--- config.mk ---
export PLATFORM = sky130hd
export DESIGN_NAME = cpu_mmu_fill_seq
export DESIGN_NICKNAME = d
export VERILOG_FILES = /design/src/rtl/cpu_mmu_pkg.sv /design/src/rtl/cpu_mmu_fill_tmo.sv /design/src/rtl/cpu_mmu_fill_seq.sv
export SDC_FILE = /design/constraint.sdc
export NUM_CORES = 1
export LEC_CHECK = 0
export ABC_CLOCK_PERIOD_IN_PS = 3100
export CAP_MARGIN = 0
export CORE_MARGIN = 2
export CORE_UTILIZATION = 46
export CTS_BUF_LIST = sky130_fd_sc_hd__clkbuf_16
export CTS_CLUSTER_SIZE = 40
export DETAILED_ROUTE_END_ITERATION = 10
export PLACE_DENSITY_LB_ADDON = 0.05
export SLEW_MARGIN = 15
export SYNTH_ARGS = -nofsm -noshare
export SYNTH_HDL_FRONTEND = slang
export SYNTH_HIERARCHICAL = 1
export SYNTH_SLANG_ARGS = --single-unit
export TNS_END_PERCENT = 100
--- constraint.sdc ---
create_clock -name sysclk -period 3.1 [get_ports sysclk]
set_input_delay 0.62 -clock sysclk [delete_from_list [all_inputs] [get_ports sysclk]]
set_output_delay 0.62 -clock sysclk [all_outputs]
set_load 0.05 [all_outputs]
--- src/rtl/cpu_mmu_pkg.sv ---
`default_nettype none
// ============================================================================
// Module      : cpu_mmu_pkg
// Description : Shared types and constants for the MMU cache fill sequencer.
// Revision    : 1.0 - initial release
// ============================================================================
package cpu_mmu_pkg;

    localparam int CA_W          = 11;
    localparam int CPN_W         = 14;
    localparam int MADDR_W       = 24;
    localparam int DATA_W        = 16;
    localparam int TMO_W         = 8;
    localparam int TMO_CYC_DEF   = 255;
    localparam int N_ENTRIES_DEF = 2048;

    typedef enum logic [2:0] {
        ST_IDLE  = 3'd0,
        ST_CLEAR = 3'd1,
        ST_MREQ  = 3'd2,
        ST_UPD   = 3'd3,
        ST_DONE  = 3'd4
    } mmu_fill_state_e;

    // Word address on the memory bus: page number above the in-page index.
    function automatic logic [MADDR_W-1:0] mem_word_addr(
        input logic [CPN_W-1:0] ppn,
        input logic [CA_W-1:0]  ca
    );
        return {ppn, ca[9:0]};
    endfunction

endpackage
`default_nettype wire

--- src/rtl/cpu_mmu_fill_tmo.sv ---
`default_nettype none
// ============================================================================
// Module      : cpu_mmu_fill_tmo
// Description : 8-bit memory-ack timeout counter with clear, enable and an
//               expire flag raised in the last allowed waiting cycle.
// Revision    : 1.0 - initial release
// ============================================================================
module cpu_mmu_fill_tmo
    import cpu_mmu_pkg::*;
#(
    parameter int TMO_CYC = TMO_CYC_DEF
) (
    input  logic clk,
    input  logic rst,
    input  logic i_clr,
    input  logic i_en,
    output logic o_expire
);

    localparam logic [TMO_W-1:0] c_last = TMO_W'(TMO_CYC - 1);

    logic [TMO_W-1:0] r_cnt;

    // Count waiting cycles; the count is zero in the first waiting cycle.
    always_ff @(posedge clk) begin
        if (rst || i_clr) begin
            r_cnt <= '0;
        end else if (i_en) begin
            r_cnt <= r_cnt + TMO_W'(1);
        end
    end

    // Expire in the cycle whose increment would reach the limit, so the
    // requester waits exactly TMO_CYC cycles.
    assign o_expire = i_en && (r_cnt == c_last);

endmodule
`default_nettype wire

--- src/rtl/cpu_mmu_fill_seq.sv ---
`default_nettype none
// ============================================================================
// Module      : cpu_mmu_fill_seq
// Description : Drives the MMU cache write/tag port. Sweeps the cache invalid
//               on clear, fills on read miss, writes through on CPU writes and
//               updates the line on a write hit.
// Revision    : 1.0 - initial release
// ============================================================================
module cpu_mmu_fill_seq
    import cpu_mmu_pkg::*;
#(
    parameter int N_ENTRIES = N_ENTRIES_DEF,
    parameter int TMO_CYC   = TMO_CYC_DEF
) (
    input  logic               sysclk,
    input  logic               sys_rst,
    input  logic               CON,
    input  logic               CCLR,
    input  logic               ACC_REQ,
    input  logic               WRITE,
    input  logic               HIT,
    input  logic [CA_W-1:0]    CA_IN,
    input  logic [CPN_W-1:0]   PPN_IN,
    input  logic [DATA_W-1:0]  WDATA,
    input  logic               MEM_ACK,
    input  logic               MEM_ERR,
    input  logic [DATA_W-1:0]  MEM_RDATA,
    output logic               MEM_REQ,
    output logic               MEM_WE,
    output logic [MADDR_W-1:0] MEM_ADDR,
    output logic [DATA_W-1:0]  MEM_WDATA,
    output logic               CWR,
    output logic [CA_W-1:0]    CA_OUT,
    output logic [DATA_W-1:0]  CD_OUT,
    output logic [CPN_W-1:0]   CPN_OUT,
    output logic               CVLD_OUT,
    output logic               FMISS,
    output logic               BUSY,
    output logic               ACC_DONE,
    output logic [DATA_W-1:0]  RDATA,
    output logic               ACC_ERR
);

    localparam logic [CA_W-1:0] c_last_idx = CA_W'(N_ENTRIES - 1);

    mmu_fill_state_e    r_state;
    mmu_fill_state_e    w_state_nxt;
    logic [CA_W-1:0]    r_idx;
    logic [CA_W-1:0]    w_idx_nxt;
    logic               r_clr_pend;

    logic [CA_W-1:0]    r_ca;
    logic [CPN_W-1:0]   r_ppn;
    logic [DATA_W-1:0]  r_wdata;
    logic [DATA_W-1:0]  r_rdata;
    logic               r_hit;
    logic               r_write;
    logic               r_err;

    logic               w_clr_req;
    logic               w_accept;
    logic               w_tmo_expire;
    logic               w_upd_wr;

    assign w_clr_req = CCLR || r_clr_pend;
    assign w_accept  = (r_state == ST_IDLE) && !w_clr_req && ACC_REQ;
    // Fill on a read miss, update only on a write hit; write misses never allocate.
    assign w_upd_wr  = CON && (!r_write || r_hit);

    cpu_mmu_fill_tmo #(
        .TMO_CYC (TMO_CYC)
    ) u_tmo (
        .clk      (sysclk),
        .rst      (sys_rst),
        .i_clr    (r_state != ST_MREQ),
        .i_en     (r_state == ST_MREQ),
        .o_expire (w_tmo_expire)
    );

    // State and sweep-index register; reset always lands in a fresh sweep.
    always_ff @(posedge sysclk) begin
        if (sys_rst) begin
            r_state <= ST_CLEAR;
            r_idx   <= '0;
        end else begin
            r_state <= w_state_nxt;
            r_idx   <= w_idx_nxt;
        end
    end

    // Clear requests arriving mid-access wait here until the access finishes.
    always_ff @(posedge sysclk) begin
        if (sys_rst) begin
            r_clr_pend <= 1'b0;
        end else if (w_state_nxt == ST_CLEAR) begin
            r_clr_pend <= 1'b0;
        end else if (CCLR) begin
            r_clr_pend <= 1'b1;
        end
    end

    // Capture the access on acceptance and the bus result on ack/timeout.
    always_ff @(posedge sysclk) begin
        if (sys_rst) begin
            r_ca    <= '0;
            r_ppn   <= '0;
            r_wdata <= '0;
            r_rdata <= '0;
            r_hit   <= 1'b0;
            r_write <= 1'b0;
            r_err   <= 1'b0;
        end else if (w_accept) begin
            r_ca    <= CA_IN;
            r_ppn   <= PPN_IN;
            r_wdata <= WDATA;
            r_rdata <= '0;
            r_hit   <= HIT;
            r_write <= WRITE;
            r_err   <= 1'b0;
        end else if (r_state == ST_MREQ) begin
            if (MEM_ACK) begin
                r_err <= MEM_ERR;
                if (!MEM_ERR) begin
                    r_rdata <= MEM_RDATA;
                end
            end else if (w_tmo_expire) begin
                r_err <= 1'b1;
            end
        end
    end

    // Next-state, next-index and Moore outputs.
    always_comb begin
        w_state_nxt = r_state;
        w_idx_nxt   = r_idx;
        MEM_REQ     = 1'b0;
        MEM_WE      = 1'b0;
        MEM_ADDR    = '0;
        MEM_WDATA   = '0;
        CWR         = 1'b0;
        CA_OUT      = '0;
        CD_OUT      = '0;
        CPN_OUT     = '0;
        CVLD_OUT    = 1'b0;
        FMISS       = 1'b0;
        BUSY        = 1'b1;
        ACC_DONE    = 1'b0;
        RDATA       = '0;
        ACC_ERR     = 1'b0;

        unique case (r_state)
            ST_IDLE: begin
                BUSY = 1'b0;
                if (w_clr_req) begin
                    w_state_nxt = ST_CLEAR;
                    w_idx_nxt   = '0;
                end else if (ACC_REQ) begin
                    w_state_nxt = (!WRITE && CON && HIT) ? ST_DONE : ST_MREQ;
                end
            end
            ST_CLEAR: begin
                // Strobe is held off while reset is asserted.
                CWR    = !sys_rst;
                CA_OUT = r_idx;
                FMISS  = 1'b1;
                if (CCLR) begin
                    w_idx_nxt = '0;
                end else if (r_idx == c_last_idx) begin
                    w_idx_nxt   = '0;
                    w_state_nxt = ST_IDLE;
                end else begin
                    w_idx_nxt = r_idx + CA_W'(1);
                end
            end
            ST_MREQ: begin
                MEM_REQ   = 1'b1;
                MEM_WE    = r_write;
                MEM_ADDR  = mem_word_addr(r_ppn, r_ca);
                MEM_WDATA = r_wdata;
                // An ack coinciding with the timeout still wins.
                if (MEM_ACK) begin
                    w_state_nxt = MEM_ERR ? ST_DONE : ST_UPD;
                end else if (w_tmo_expire) begin
                    w_state_nxt = ST_DONE;
                end
            end
            ST_UPD: begin
                if (w_upd_wr) begin
                    CWR      = 1'b1;
                    CA_OUT   = r_ca;
                    CD_OUT   = r_write ? r_wdata : r_rdata;
                    CPN_OUT  = r_ppn;
                    CVLD_OUT = 1'b1;
                end
                w_state_nxt = ST_DONE;
            end
            ST_DONE: begin
                ACC_DONE = 1'b1;
                ACC_ERR  = r_err;
                RDATA    = r_write ? '0 : r_rdata;
                if (w_clr_req) begin
                    w_state_nxt = ST_CLEAR;
                    w_idx_nxt   = '0;
                end else begin
                    w_state_nxt = ST_IDLE;
                end
            end
            default: begin
                w_state_nxt = ST_CLEAR;
                w_idx_nxt   = '0;
            end
        endcase
    end

endmodule
`default_nettype wire

# Word-level counts from Yosys, hierarchy flattened
# Index checks and enable logic that the tools add are counted.
[totals] register_bits=83 elab_cells=82
[classes] n_addsub=2 eq_ne=9 mux=36 bitwise_logic=2 reduce_logical=22
[op_table] operator="2-to-1 mux 16 bit" n=6
[op_table] operator="2-to-1 mux 11 bit" n=4
[op_table] operator="case mux 11 bit (3 select lines)" n=1
[op_table] operator="2-to-1 mux 14 bit" n=2
[op_table] operator="2-to-1 mux 24 bit" n=1
[op_table] operator="2-to-1 mux 3 bit" n=8
[op_table] operator="case mux 11 bit (2 select lines)" n=1
[op_table] operator="case mux 3 bit (5 select lines)" n=1
[op_table] operator="adder 11 x 1 -> 11 bit, second input constant" n=1
[op_table] operator="equality test 11 bit, second input constant" n=1
[op_table] operator="2-to-1 mux 1 bit" n=11
[op_table] operator="adder 8 x 1 -> 8 bit, second input constant" n=1
[op_table] operator="equality test 8 bit, second input constant" n=1
[op_table] operator="OR reduction 2 bit" n=4
[op_table] operator="equality test 3 x 1 -> 1 bit, second input constant" n=2
[op_table] operator="equality test 3 x 2 -> 1 bit, second input constant" n=2
[op_table] operator="logical AND 1 bit" n=6
[op_table] operator="zero test 1 bit" n=4
[op_table] operator="AND reduction 2 bit" n=2
[op_table] operator="equality test 3 bit, second input constant" n=1
[op_table] operator="zero test 3 bit" n=1
[op_table] operator="logical OR 1 bit" n=3
[op_table] operator="inequality test 3 x 2 -> 1 bit, second input constant" n=1
[op_table] operator="AND reduction 3 bit" n=1
[op_table] operator="other kinds (4)" n=5

# Logic depth before layout (Yosys ltp)
[depth] ltp_word=9 ltp_mapped=10 depth_no_buf=8

# By module
# Netlist, hierarchy kept.
[modules_own_cells] module="cpu_mmu_fill_seq" instances=1 cells_per_inst=469 area_each_um2=3737.3 seq_area_each_um2=1501.4
[modules_own_cells] module="cpu_mmu_fill_tmo" instances=1 cells_per_inst=42 area_each_um2=369.1 seq_area_each_um2=160.2

# Worst setup path after synthesis
# No wires, ideal clock.
[synth_path] kind="register -> output" from="register r_state[1]" to="output MEM_WE" arrival_time_ns=2.188 t_required_ns=2.480 slack_ns=0.292 stages_incl_launch_ff=5 path_buffers=1 path_cell_list="dfxtp_1 > nor3b_2 > clkbuf_1 > inv_1 > nor2_1"
[synth_via] elab_chain_cells=2
[synth_rtl] item="start, declared" line="cpu_mmu_fill_seq.sv:46" rtl="mmu_fill_state_e r_state;"
[synth_rtl] item="start signal, assigned" line="cpu_mmu_fill_seq.sv:86" rtl="r_state <= w_state_nxt;"
[synth_rtl] item="equality test 3 x 2 -> 1 bit" line="cpu_mmu_fill_seq.sv:151" rtl="unique case (r_state)"
[synth_rtl] item="2-to-1 mux 1 bit" line="cpu_mmu_fill_seq.sv:151"
[synth_rtl] item="end, declared" line="cpu_mmu_fill_seq.sv:29" rtl="output logic MEM_WE,"
# Every way passes these cells.

# Worst setup path in the final report
[layout_path] from="register r_state[0]" to="output CA_OUT[10]"
[layout_via] elab_chain_cells=2 word_cells_on_any_way=3 cone_classes="eq/ne (2); mux (1)"
[layout_rtl] item="equality test 3 x 2 -> 1 bit / equality test 3 x 1 -> 1 bit (equally long branches)" line="cpu_mmu_fill_seq.sv:151"
[layout_rtl] item="case mux 11 bit (2 select lines) *" line="cpu_mmu_fill_seq.sv:151"
[layout_rtl] item="end, declared" line="cpu_mmu_fill_seq.sv:33" rtl="output logic [CA_W-1:0] CA_OUT,"
# Every way passes the cells marked *; elsewhere a longest branch is shown, timed or not.

==> flow_summary.yaml <==
yosys:
  synth_xor_area_share_pct: 2.35
  synth_flop_cell: "dfxtp_1"
  synth_top_family_by_area: "simple AND/OR/NAND/NOR gates"
  synthTopCellsByArea: "dfxtp_1 40%, nand2_1 8.6%, and2_1 8.2%, mux2i_1 8.0%, a21oi_1 6.1%"
  synth_edf_count: 0
  synth_compound_area_share_pct: 11.7
  synth-seq-cells: 83
  async_flop_share_pct: 0
  synth_top_area_cell: "dfxtp_1"
  synth_fa_ha_area_share_pct: 0.914
  synth.top_cell.area_share_pct: 40.5
  synthSimpleGateAreaFrac_pct: 31.7
  ys_seq_area_share_pct: 40.5
  yosys_warnings: 6
  synth_cell_types: 43
  synth_most_common_cell: "nand2_1"
  synthMuxAreaShare_pct: 8.04
  postSynthCellCount: 511
  synth_area_per_cell_sq_um: 8.04
  syn_nets: 580
  synth_common_cells: "94 x nand2_1, 83 x dfxtp_1, 54 x and2_1"
  synth_area_sq_um: 4110
worst_setup_path:
  cp_slowest_cell: "dfxtp_1"
  worst-setup-path-type: "reg2out"
  cp_cell_sequence: "or3b_2 -> inv_1 -> a22o_1 -> buf_4"
  reg2regPathDepth: 7
  cpPeakStageDelay_ps: 580
  start_kind: "flip-flop"
  reg2reg_from: "r_state[1]$_SDFF_PP0_"
  arrival_ps: 2220
  required_ps: 2480
  r2r_slack_ps: 1080
  timing.rr.end: "r_clr_pend$_SDFFE_PP0P_"
  path_max_fanout: 12
  cp-end-kind: "output port"
clock_tree:
  cts_buffer_depth: 2
  clock-sinks: 83
  clock_tree.root_cell: "clkbuf_16"
  cts_resized: 0
  clock_latency_ps: 330
  tritoncts: "built"
  cts_buffers: 9
  h-tree-depth: 3
  clkTransAtPathRegs_ps: 60
  cts_setup_buffers: 0
  cts_hold_buf: 0
grt:
  grt_first_pass_wirelength_microns: 19700
  grt_max_degree: 45
  antenna_found_initial: 0
  grt-ovfl-total: 0
  first_global_vias: 3906
  grt_usage_pct: 25.1
floorplanning:
  ios: 171
  die_w_microns: 98.5
  die_h_microns: 98.5
  dieArea_sq_um: 9700
  rows: 34
  core-area_sq_um: 8680
  initial_core_util_pct: 47.3
timing:
  min_period_ps: 2840
  tns_ps: 0
  hold-worst-slack_ps: 460
  rsz0062_at_grt: "false"
  slew_violations: 0
  period_share_pct: 91.6
  slew-limit-headroom_pct: 49.8
  fin_skew_ps: 8.01
  worst_pin_slew_ps: 754
  hold_viol_final: 0
  setup_violations: 0
  fmax_mhz: 352
run:
  cap_violations: 0
place:
  placement.io_buffers: 170
  routabilityCongestion: 0.822
  dpl.hpwl_microns: 8740
drt:
  vias: 4124
  vias_per_cell: 5.29
  drtIter0Drc: 192
  wire_per_inst_microns: 15.9
  drt_wl_total_microns: 12400
  drc_errors: 0
  drtPass1Iterations: 4
  ant_nets: 0
cells_and_area:
  register_area_sq_um: 1660
  nNetsFinal: 736
  syn_to_final_growth_pct: 44.1
  fillers: 731
  multi_input_area_sq_um: 2260
  drive_gt1_share_pct: 20.4
  n_antenna_cell: 0
pwr:
  power.leakage_uw: 0.00244
  power_density_nw_per_um2: 363
  ir_drop_mv: 0.232
min_path:
  min_to: "r_ppn[3]$_SDFFE_PP0P_"
  hp-class: "reg2reg"
  hp-start: "r_ppn[3]$_SDFFE_PP0P_"
  worstHoldPathCells: 2
outcome:
  run_status: "complete, no violations"
[cells in the final DEF, fill, tap and decap left out, drive strengths merged, types with 4 or more instances in the layout]
cell / netlist / final
xnor2: 8 / 8
a22o: 11 / 11
inv: 6 / 8
clkbuf: 19 / 9
nor2: 53 / 53
and3: 18 / 18
mux2i: 33 / 33
buf: 17 / 114
nand3: 6 / 6
or3: 5 / 5
nand2: 94 / 94
nand4: 6 / 6
a21oi: 50 / 50
clkinv: 0 / 4
dfxtp: 83 / 83
nor4: 4 / 4
and2: 55 / 55
o21ai: 9 / 9
clkdlybuf4s50: 0 / 67
[power breakdown]
part	total, uW	leakage [uW]	switching [uW]	internal [uW]
Sequential	1070	0.000668	1.44	1070
Clock	955	0.000135	423	532
Combinational	125	0.00163	44.0	80.6
[metrics by stage]
stage	util [%]	total power (uW)	cells	setup WS [ps]	instance area, sq um
6_report	68.2	2150	780	261	5920
3_5_place_dp	65.1	1220	764	457	5650
4_1_cts	68.2	2160	780	271	5920
3_3_place_gp	65.1	1220	764	511	5650
5_1_grt	68.2	2220	780	173	5920
2_1_floorplan	-	1120	511	292	4110
[registers in the layout, summed over array words and instances (netlist names), 3 cells and up]
register and count:
r_ca 11, r_rdata 16, u_tmo/r_cnt 8, r_state 3, r_idx 11, r_ppn 14
r_wdata 16
[cells by family (layout without fill, tap and decap cells)]
family,after synthesis,count (layout)
simple gates,261,261
flops,83,83
compound gates,78,78
buf+inv,42,203
mux,33,33
xor+xnor,11,11
fa+ha+maj,3,3
[critical path: cells and delay by family, from the launching register on]
family,cells,cell delay (ps)
and+or+nand+nor,1,550
AOI/OAI and AO/OA,1,220
buffers and inverters,2,520
DFF,1,580
[cell type report]
cell class / count / share of cell area, %
multi-input combinational: 386 / 38.2
sequential: 83 / 28.1
tap: 108 / 2.28
clock buffer: 9 / 3.81
clock inverter: 7 / 0.635
inverter: 6 / 0.381
timing repair buffer: 181 / 26.6
[layer usage]
layer  wire [microns]  track usage (%)
met1             5380             33.6
met2             5880             40.0
met3              784             4.96
met4              368             10.5
met5                0                0
[worst max-delay path by stage]
stage / from / cells after the start / end / slack, ps
final: r_state[0]$_SDFF_PP1_ / 4 / CA_OUT[10] / 260
after global routing: r_state[0]$_SDFF_PP1_ / 4 / CA_OUT[0] / 170
after CTS: r_state[0]$_SDFF_PP1_ / 4 / CA_OUT[10] / 270
after detailed placement: CON / 6 / CA_OUT[10] / 460
after global placement: CON / 6 / CA_OUT[7] / 510
after floorplan: r_state[1]$_SDFF_PP0_ / 4 / MEM_WE / 290
Power figures use the tool's default switching activity.
